[config.mk]
export PLATFORM = sky130hd
export DESIGN_NAME = fetch_unit_flat
export DESIGN_NICKNAME = d
export VERILOG_FILES = /design/src/rtl/fetch_unit_if.sv /design/src/rtl/fetch_unit.sv /design/src/flat_wrapper.sv
export SDC_FILE = /design/constraint.sdc
export NUM_CORES = 1
export LEC_CHECK = 0
export CORE_UTILIZATION = 45
export CTS_CLUSTER_DIAMETER = 150
export DETAILED_ROUTE_END_ITERATION = 8
export GPL_TIMING_DRIVEN = 0
export PLACE_DENSITY = 0.71
export SYNTH_ARGS = -nofsm -noshare
export SYNTH_HDL_FRONTEND = slang
export SYNTH_SLANG_ARGS = --single-unit
[constraint.sdc]
create_clock -name clk -period 9.48 [get_ports clk]
set_input_delay 2.37 -clock clk [delete_from_list [all_inputs] [get_ports clk]]
set_output_delay 2.37 -clock clk [all_outputs]
set_load 0.02 [all_outputs]
[src/rtl/fetch_unit_if.sv]
// Instruction-memory request/acknowledge bus between the fetch stage and imem.
// Single outstanding request; a transfer completes when req and ack are both high.
interface fetch_unit_if;
    logic        imem_req;
    logic [31:0] imem_addr;
    logic        imem_ack;
    logic [31:0] imem_rdata;

    modport master (output imem_req, imem_addr, input imem_ack, imem_rdata);
    modport slave  (input imem_req, imem_addr, output imem_ack, imem_rdata);
endinterface

[src/rtl/fetch_unit.sv]
// Instruction-fetch stage: owns the PC, issues single-outstanding imem requests,
// and drives the IF/ID register with stall, skid-buffer, bubble and redirect handling.
module fetch_unit #(
    parameter logic [31:0] RESET_PC = 32'h0000_0000
) (
    input  logic               clk,
    input  logic               rst_n,
    input  logic               stall_if,
    input  logic               stall_d,
    input  logic               redirect_valid,
    input  logic [31:0]        redirect_pc,
    fetch_unit_if.master       imem,
    output logic               d_valid,
    output logic [31:0]        d_instr,
    output logic [31:0]        d_pc,
    output logic [31:0]        d_pc4
);

    typedef enum logic [1:0] {
        S_IDLE,
        S_WAIT,
        S_DROP
    } state_t;

    state_t      state;
    state_t      state_nxt;
    logic [31:0] pc;
    logic [31:0] req_addr;
    logic        skid_valid;
    logic [31:0] skid_instr;
    logic [31:0] skid_pc;
    logic        issue;
    logic        xfer;
    logic        keep_ack;

    // A fresh request leaves IDLE combinationally so a zero-wait memory sustains one fetch per cycle.
    assign issue = (state == S_IDLE) && rst_n && !stall_if && !skid_valid && !redirect_valid;

    assign imem.imem_req  = issue || (state != S_IDLE);
    assign imem.imem_addr = (state == S_IDLE) ? pc : req_addr;

    assign xfer     = imem.imem_req && imem.imem_ack;
    assign keep_ack = xfer && (state != S_DROP) && !redirect_valid;

    assign d_pc4 = d_pc + 32'd4;

    always_comb begin
        // NOTE: default first so every path assigns state_nxt and no latch is inferred.
        state_nxt = state;
        case (state)
            S_IDLE: if (issue && !imem.imem_ack) state_nxt = S_WAIT;
            S_WAIT: begin
                if (imem.imem_ack)       state_nxt = S_IDLE;
                else if (redirect_valid) state_nxt = S_DROP;
            end
            S_DROP: if (imem.imem_ack) state_nxt = S_IDLE;
            default: state_nxt = S_IDLE;
        endcase
    end

    // NOTE: non-blocking assignments so every register samples pre-edge values.
    always_ff @(posedge clk) begin
        if (!rst_n) begin
            state      <= S_IDLE;
            pc         <= RESET_PC;
            skid_valid <= 1'b0;
            d_valid    <= 1'b0;
            d_instr    <= 32'h0;
            d_pc       <= 32'h0;
        end else begin
            state <= state_nxt;

            if (redirect_valid)
                pc <= redirect_pc;
            else if (keep_ack)
                pc <= imem.imem_addr + 32'd4;

            if (redirect_valid) begin
                d_valid    <= 1'b0;
                d_instr    <= 32'h0;
                skid_valid <= 1'b0;
            end else if (stall_d) begin
                if (keep_ack) skid_valid <= 1'b1;
            end else if (skid_valid) begin
                d_valid    <= 1'b1;
                d_instr    <= skid_instr;
                d_pc       <= skid_pc;
                skid_valid <= 1'b0;
            end else if (keep_ack) begin
                d_valid <= 1'b1;
                d_instr <= imem.imem_rdata;
                d_pc    <= imem.imem_addr;
            end else begin
                d_valid <= 1'b0;
                d_instr <= 32'h0;
            end
        end
    end

    // NOTE: payload registers carry no reset; they are only observed behind a reset valid bit or state.
    always_ff @(posedge clk) begin
        if (issue) req_addr <= pc;
        if (!redirect_valid && stall_d && keep_ack) begin
            skid_instr <= imem.imem_rdata;
            skid_pc    <= imem.imem_addr;
        end
    end

endmodule

[src/flat_wrapper.sv]
// flat-port wrapper written by rule: the top's interface ports become plain ports
module fetch_unit_flat 
#(
    parameter logic [31:0] RESET_PC = 32'h0000_0000
)
  (clk, rst_n, stall_if, stall_d, redirect_valid, redirect_pc, d_valid, d_instr, d_pc, d_pc4, imem_imem_req, imem_imem_addr, imem_imem_ack, imem_imem_rdata);
  fetch_unit_if imem_i ();
  input  logic clk;
  input  logic rst_n;
  input  logic stall_if;
  input  logic stall_d;
  input  logic redirect_valid;
  input  logic [31:0] redirect_pc;
  output logic d_valid;
  output logic [31:0] d_instr;
  output logic [31:0] d_pc;
  output logic [31:0] d_pc4;
  output wire logic [$bits(imem_i.imem_req)-1:0] imem_imem_req;
  output wire logic [$bits(imem_i.imem_addr)-1:0] imem_imem_addr;
  input wire logic [$bits(imem_i.imem_ack)-1:0] imem_imem_ack;
  input wire logic [$bits(imem_i.imem_rdata)-1:0] imem_imem_rdata;
  assign imem_imem_req = imem_i.imem_req;
  assign imem_imem_addr = imem_i.imem_addr;
  assign imem_i.imem_ack = imem_imem_ack;
  assign imem_i.imem_rdata = imem_imem_rdata;
  fetch_unit #(.RESET_PC(RESET_PC)) u_core (.clk(clk), .rst_n(rst_n), .stall_if(stall_if), .stall_d(stall_d), .redirect_valid(redirect_valid), .redirect_pc(redirect_pc), .imem(imem_i), .d_valid(d_valid), .d_instr(d_instr), .d_pc(d_pc), .d_pc4(d_pc4));
endmodule
---- Word-level counts from Yosys, hierarchy flattened ----
Index checks and enable logic that the tools add are counted.
storage, ports and cells
  register bits ........................... 196
  bits of input ports ..................... 70
  output and inout bits ................... 130
  logic and storage cells ................. 57
operators by class
  $add $sub $neg .......................... 2
  equality and inequality tests ........... 6
  multiplexer cells ....................... 14
  bitwise logic cells ..................... 3
  reductions and logical operators ........ 23
operators with widths
  cell                                           count
  2-to-1 mux 32 bit                              7
  adder 32 x 3 -> 32 bit, second input constant  2
  logical AND 1 bit                              10
  2-to-1 mux 2 bit                               4
  != test 2 bit, second input constant           3
  one-hot mux 2 bit (3 select lines)             1
  AND reduction 3 bit                            2
  nonzero test 2 bit                             3
  logical NOT 1 bit                              4
  != test 3 bit, second input constant           1
  inverter 1 bit                                 3
  OR reduction 3 bit                             1
  == test 2 x 1 -> 1 bit, second input constant  1
  == test 2 bit, second input constant           1
  logical NOT 2 bit                              1
  2-to-1 mux 1 bit                               2
  OR reduction 2 bit                             1
  logical OR 1 bit                               1

---- Depth between registers and ports, before layout ----
Gate-level depths: netlist of the first run.
  word-level depth ........................ 11
  mapped depth ............................ 13
  gate-level depth less buffers ........... 9

---- Least setup slack after synthesis of the first run ----
Ideal clock, no wire load.
  kind .................................... input port to output port
  start ................................... input port redirect_valid
  end ..................................... output port imem_imem_req
  arrival time ............................ 3.168 ns
  data required time ...................... 7.110 ns
  slack ................................... 3.942 ns
  stages .................................. 3
  cell sequence ........................... clkbuf_1 > nor4b_1 > nand2b_1
between the ends
  longest elaborated chain between the ends .. 3
RTL lines
  element            RTL line            text
  from (decl)        flat_wrapper.sv:12  input logic redirect_valid;
  logical NOT 1 bit  fetch_unit.sv:37    assign issue = (state == S_IDLE) && rst_n && !stall_if && !skid_valid && !redirect_valid;
  logical AND 1 bit  fetch_unit.sv:37
  logical OR 1 bit   fetch_unit.sv:39    assign imem.imem_req = issue || (state != S_IDLE);
  to (decl)          flat_wrapper.sv:18  output wire logic [$bits(imem_i.imem_req)-1:0] imem_imem_req;
No other way between the ends.

---- Final worst setup path of the first run ----
  start ................................... input port rst_n
  end ..................................... output port imem_imem_req
between the ends
  longest elaborated chain between the ends .. 5
RTL lines
  element                         RTL line           text
  from (decl)                     flat_wrapper.sv:9  input logic rst_n;
  logical AND 1 bit (4 in a row)  fetch_unit.sv:37
  logical OR 1 bit                fetch_unit.sv:39
No other way between the ends.

==> results of run 1 <==
where the power goes:
part | internal, mW | total (mW) | leakage, nW | switching [mW]
Combinational | 0.0965 | 0.223 | 2.36 | 0.127
Clock | 0.400 | 0.728 | 0.279 | 0.328
Sequential | 0.911 | 0.928 | 1.71 | 0.0165
Total | 1.41 | 1.88 | 4.35 | 0.471
cells in the mapped netlist (all sizes together) (3+ instances only):
library cell and number:
a221oi 35, xor2 9, dfxtp 100, or4bb 3
o211ai 19, nand2b 4, o211a 6, nand4 10
inv 11, buf 17, nor4 6, nand2 144
nor4b 3, a21boi 3, and2 42, nor2b 36
or2 3, nand3 21, and4 3, nor3 43
nand4bb 5, a22oi 5, o21ai 84, edfxtp 96
and3 9, mux2 10, xnor2 43, a21oi 20
mux2i 32, nor2 27, clkbuf 45
layout make-up:
cell class / count / area (µm²) / share of cell area, %
inverters: 13 / 48.8 / 0.404
multi-input cells: 642 / 4000 / 33.1
repair buffers: 198 / 1980 / 16.4
clock inverters: 13 / 150 / 1.24
flip-flops and latches: 196 / 4880 / 40.4
plain buffers: 62 / 250 / 2.07
well taps: 265 / 332 / 2.74
clock buffers: 19 / 443 / 3.66
kinds of logic after synthesis:
logic type	count (synthesis)
and+or+nand+nor	367
DFF	196
xor gates and xnor gates	52
AOI/OAI and AO/OA	179
adders and majority gates	2
buffers and inverters	75
muxes	42
final timing paths:
| kind | to | slack, ns |
|---|---|---|
| worst min-delay path | u_core.req_addr[29]$_DFFE_PP_ | 0.46 |
| worst min register to register | u_core.req_addr[29]$_DFFE_PP_ | 0.46 |
| worst max-delay path | imem_imem_req | 2.99 |
| worst max register to register | u_core.pc[26]$_SDFFE_PN0P_ | 4.88 |
through the flow:
step	worst slack, ns	hold WS (ns)	utilization [%]	cell area [µm²]
floorplan	3.94	0.421	-	9180
global placement	2.32	0.436	58.3	11500
detailed placement	2.99	0.445	58.3	11500
CTS	2.98	0.462	61.3	12100
global route	2.85	0.474	61.3	12100
finish	2.99	0.460	61.3	12100
layer usage:
metal	track usage (%)	part of all wire, %	up-vias
met2	38.7	45	329
met3	5.26	7.1	49
met4	11.6	3.2	0
met1	36.1	45	3706
met5	0	0	-
li1	-	-	3721
worst max-delay path, delay by kind of cell:
family,cells,cell delay (ns)
buffers and inverters,2,1.17
AND/OR/NAND/NOR,2,0.58
registers in the layout (all words and copies together) (netlist names):
register           count
u_core.d_instr        32
u_core.d_pc           32
u_core.d_valid         1
u_core.pc             32
u_core.req_addr       32
u_core.skid_instr     32
u_core.skid_pc        32
u_core.skid_valid      1
u_core.state           2
==> out/results.ini, run 1 <==
[power_and_ir_drop]
pwr_density_cell_mw_per_mm2=155
finalPower_mw=1.88
leakagePower_nw=4.35
ir_drop_mv=0.132

[layout]
area_delta_synth_final_pct=31.7
antennaDiodeCount=0
layout-drive-gt1-share_pct=5.69
final_nets=1202
fin_cells=1408
fill_cells=1676
layout_commonest_cell=clkdlybuf4s50_1
final_cell_mix=clkdlybuf4s50_1 (198), nand2_1 (144), dfxtp_1 (100)

[synthesis]
yosys.area_share.adder_pct=0.273
synth_xor_area_share_pct=4.96
synthTopCellsByArea=edfxtp_1 (31%), dfxtp_1 (22%), nand2_1 (5.9%), xnor2_1 (4.1%), o21ai_0 (3.9%)
synth_seq_cells=196
yosysSeqAreaShare_pct=53.2
syn-num-nets=985
synth_top_family_by_area=simple AND/OR/NAND/NOR gates
async_flop_share_pct=0
netlist-cell-type-count=59
ys.flop_type=dfxtp_1
synthMuxAreaShare_pct=4.72
synthSimpleGateAreaFrac_pct=20.7
yosysTopAreaCell=edfxtp_1
syn_inst=913
synth_compound_area_share_pct=12.8
yosysTopAreaCellShare_pct=31.4
synth.avg_cell_area_um2=10.1
yosys_warnings=0
netlist_area_mm2=0.00918
synth_edf_count=96

[clocking]
cts_resized=0
cts_buffers=17
clock_sinks=196
clock_path_buffers=2
holdBufCountCts=0
cts_root_buf=clkbuf_16
insertion_delay_ns=0.44
cts_tree=yes
cts_setup_buffers=0
htreeDepth=4
path_clk_slew_ns=0.07

[setup_path]
r2r-start=u_core.state[1]$_SDFFE_PN0P_
critPathCaptureType=output port
setup.worst_path.start=rst_n
cp.arrival_ns=4.12
cp-start-kind=primary input
cpMaxStageDelayCell=clkdlybuf4s50_1
crit_type=primary input to output port
worstPathRequired_ns=7.11
path_cells=clkdlybuf4s50_1, nor4b_1, nand2b_1, clkdlybuf4s50_1
critPathMaxFanout=5
cp_common_cell=clkdlybuf4s50_1
r2r_cells=12
slowest_delay_ns=0.64

[floorplanning]
core_mm2=0.0197
start_util_pct=46.5
ios=200
fp-row-count=51
die_h_um=145
die_width_um=145
die_area_mm2=0.0210

[worst_hold_path]
hp-class=flip-flop to flip-flop
hold_depth=0
holdCritStartpoint=u_core.pc[29]$_SDFFE_PN0P_

[sta]
period_needed_ns=6.49
relSlewSlack_pct=26.0
finalClockSkew_ns=0.00763
tightest_slew_ns=1.11
max_freq_mhz=154
tns_ns=0
final-max-slew-violation-count=0
hold_viol_final=0
setup_violations=0
rsz0062_at_grt=no
post-route-period-util_pct=68.5

[route]
route.detailed.drc=0
dr.pass1.iters=5
drt-total-wl_um=26500
ant_nets=0
drt-vias-per-instance=5.54
drtIter0Drc=675
via_count=7805
wl_per_cell_um=18.8

[global_routing]
grt_pass1_wl_um=40100
grt_pass1_vias=7122
antenna_found_initial=0
grt_remaining_overflow=0
grt.total_usage_pct=25.9
grt_max_degree=65

[status]
outcome=finished, final reports clean

[placed_design]
dp.cells=1376
hpwl_um=19200
portBuffers=198
place_congestion=0.900

[run]
max_cap_viol_count=0

(Power assumes the default switching activity.)
==> run 2, diff against run 1 <==
clock period = 6.8 ns   (was 9.48 ns; I/O delays follow)
==> results of run 2 <==
Same layout as run 1 (identical final DEF). Status: finished, final reports clean.
Main changes from that run: setup slack after placement 2.99 ns -> 1.65 ns; setup slack after layout 2.99 ns -> 1.28 ns; start point of the critical path rst_n -> u_core.state[1]$_SDFFE_PN0P_; end point of the critical path imem_imem_req -> imem_imem_addr[31]; register-to-register setup slack 4.88 ns -> 2.20 ns; total power 1.88 mW -> 2.62 mW; worst IR drop on VDD 0.132 mV -> 0.184 mV
==> run 3, diff against run 2 <==
PLACE_DENSITY = 0.74   (was 0.71)
clock period = 4.9 ns   (was 6.8 ns; I/O delays follow)
==> run 3 against run 2 <==
Against the previous run:
- die area unchanged
- sequential power is 40% higher
- combinational power rose by 38%
- hold slack improved by 0.0057 ns
- highest routed layer unchanged
- wire length is 0.91% lower
- clock power rose by 39%
- critical path type unchanged
- power rose by 38%
==> out/results.ini, run 3 (synthesized netlist as in run 1, its figures left out) <==
[global_routing]
grt_remaining_overflow=0  ; unchanged
grt_max_degree=65  ; unchanged
grt_pass1_vias=7142  ; was 7122
grt_pass1_wl_um=39700  ; was 40100 µm
grt.total_usage_pct=25.3  ; was 25.9%
antenna_found_initial=1  ; was 0

[run]
max_cap_viol_count=0  ; unchanged

[power_and_ir_drop]
clkPwrFrac_pct=38.6  ; was 38.7%
combPwrFrac_pct=11.8  ; was 11.9%
seqPwrFrac_pct=49.6  ; was 49.4%
p_switching_mw=0.909  ; was 0.656 mW
pwr_density_cell_mw_per_mm2=300  ; was 217 mW/mm²
p_int_mw=2.71  ; was 1.96 mW
finalPower_mw=3.62  ; was 2.62 mW
leakagePower_nw=4.35  ; about the same
swShare_pct=25.1  ; about the same
ir_drop_mv=0.272  ; was 0.184 mV

[sta]
post-route-period-util_pct=97.8
finalClockSkew_ns=0.0136  ; was 0.00763 ns
max_freq_mhz=209
rsz0062_at_grt=no  ; unchanged
final-max-slew-violation-count=0  ; unchanged
period_needed_ns=4.79
timing.hold.ws_ns=0.465  ; was 0.460 ns
setup_violations=0  ; unchanged
tightest_slew_ns=1.15  ; was 1.11 ns
relSlewSlack_pct=23.2  ; was 26.0%
hold_viol_final=0  ; unchanged
tns_ns=0  ; unchanged

[clocking]
clock_sinks=196  ; unchanged
cts_tree=yes  ; unchanged
holdBufCountCts=0  ; unchanged
cts_resized=0  ; unchanged
insertion_delay_ns=0.44  ; about the same
cts_setup_buffers=0  ; unchanged
cts_buffers=17  ; unchanged
cts_root_buf=clkbuf_16  ; unchanged
path_clk_slew_ns=0.07  ; about the same
clock_path_buffers=2  ; unchanged
htreeDepth=4  ; unchanged

[setup_path]
critPathCaptureType=output port  ; unchanged
worstPathRequired_ns=3.67  ; was 5.10 ns
slowest_delay_ns=0.67  ; was 0.59 ns
critPathBufInv=4  ; was 5
cp.arrival_ns=3.57  ; was 3.82 ns
crit_type=flip-flop to output port  ; unchanged
critPathMaxFanout=10  ; unchanged
cp-start-kind=flip-flop  ; unchanged
cpMaxStageDelayCell=clkdlybuf4s50_1  ; was buf_1
worst-r2r-setup-slack_ns=0.30  ; was 2.20 ns
cp_common_cell=nand2_1
critPathTopFamily=buffers and inverters  ; unchanged
path_cells=or2_1, clkbuf_1, buf_2, buf_1, nand2_1, nand2_1, clkdlybuf4s50_1  ; was or2_1, clkbuf_1, buf_2, buf_1, mux2i_1, inv_1, clkdlybuf4s50_1

[route]
via_count=7788  ; was 7805
drt-total-wl_um=26200  ; was 26500 µm
ant_nets=0  ; unchanged
drt-vias-per-instance=5.53  ; was 5.54
drtIter0Drc=695  ; was 675
route.detailed.drc=0  ; unchanged
dr.pass1.iters=5  ; unchanged
wl_per_cell_um=18.6  ; was 18.8 µm

[floorplanning]
fp-row-count=51  ; unchanged
die_h_um=145  ; unchanged
die_area_mm2=0.0210  ; unchanged
die_width_um=145  ; unchanged
ios=200  ; unchanged
start_util_pct=46.5  ; unchanged
core_mm2=0.0197  ; unchanged

[layout]
final_cell_mix=clkdlybuf4s50_1 (198), nand2_1 (144), dfxtp_1 (100)  ; unchanged
final_nets=1202  ; unchanged
multiInputGateArea_mm2=0.00400  ; unchanged
fill_cells=1676  ; unchanged
layout-drive-gt1-share_pct=5.69  ; unchanged
area_delta_synth_final_pct=31.6  ; was 31.7%
layout_commonest_cell=clkdlybuf4s50_1  ; unchanged
regArea_mm2=0.00488  ; unchanged
stdcell_area_mm2=0.0121  ; about the same

[placed_design]
hpwl_um=19100  ; was 19200 µm
place_congestion=0.889  ; was 0.900
portBuffers=198  ; unchanged
dpl-instance-area_mm2=0.0115  ; unchanged

[status]
outcome=finished, final reports clean  ; unchanged

[worst_hold_path]
hp-class=flip-flop to flip-flop  ; unchanged

run 3: power by group through the flow:
stage	sequential (mW)	clock, mW	combinational, mW
3_3_place_gp	1.83	0	0.419
3_5_place_dp	1.83	0	0.422
4_1_cts	1.79	1.40	0.425
5_1_grt	1.80	1.47	0.458
6_report	1.80	1.40	0.428
2_1_floorplan	1.83	0	0.210
run 3: final timing paths:
check	start	end	cells past startpoint
worst max-delay path	u_core.state[0]$_SDFFE_PN0P_	imem_imem_addr[14]	7
worst min-delay path	u_core.pc[1]$_SDFFE_PN0P_	u_core.req_addr[1]$_DFFE_PP_	0
worst max register to register	u_core.state[0]$_SDFFE_PN0P_	u_core.pc[14]$_SDFFE_PN0P_	12
worst min register to register	u_core.pc[1]$_SDFFE_PN0P_	u_core.req_addr[1]$_DFFE_PP_	0
run 3: cell type report:
cell class,instances,area share [%]
Clock buffer,19,3.58
Multi-Input combinational cell,642,33.1
Tap cell,265,2.74
Antenna cell,1,0.0207
Buffer,62,2.07
Timing Repair Buffer,198,16.4
Sequential cell,196,40.4
Clock inverter,13,1.24
Inverter,13,0.404
run 3: metrics by stage:
| stage | instances | utilization, % | worst slack, ns |
|---|---|---|---|
| finish | 1409 | 61.3 | 0.109 |
| global route | 1409 | 61.3 | 0.0317 |
| CTS | 1408 | 61.3 | 0.187 |
| detailed placement | 1376 | 58.3 | 0.482 |
| global placement | 1376 | 58.3 | -1.01 |
| floorplan | 913 | - | 0.572 |
run 3: metal layers:
| metal | vias to the layer above | share of wire [%] | track usage (%) |
|---|---|---|---|
| met4 | 0 | 3.2 | 10.6 |
| li1 | 3725 | - | - |
| met5 | - | 0 | 0 |
| met2 | 337 | 46 | 39.2 |
| met1 | 3673 | 43 | 35.2 |
| met3 | 53 | 8.0 | 4.24 |
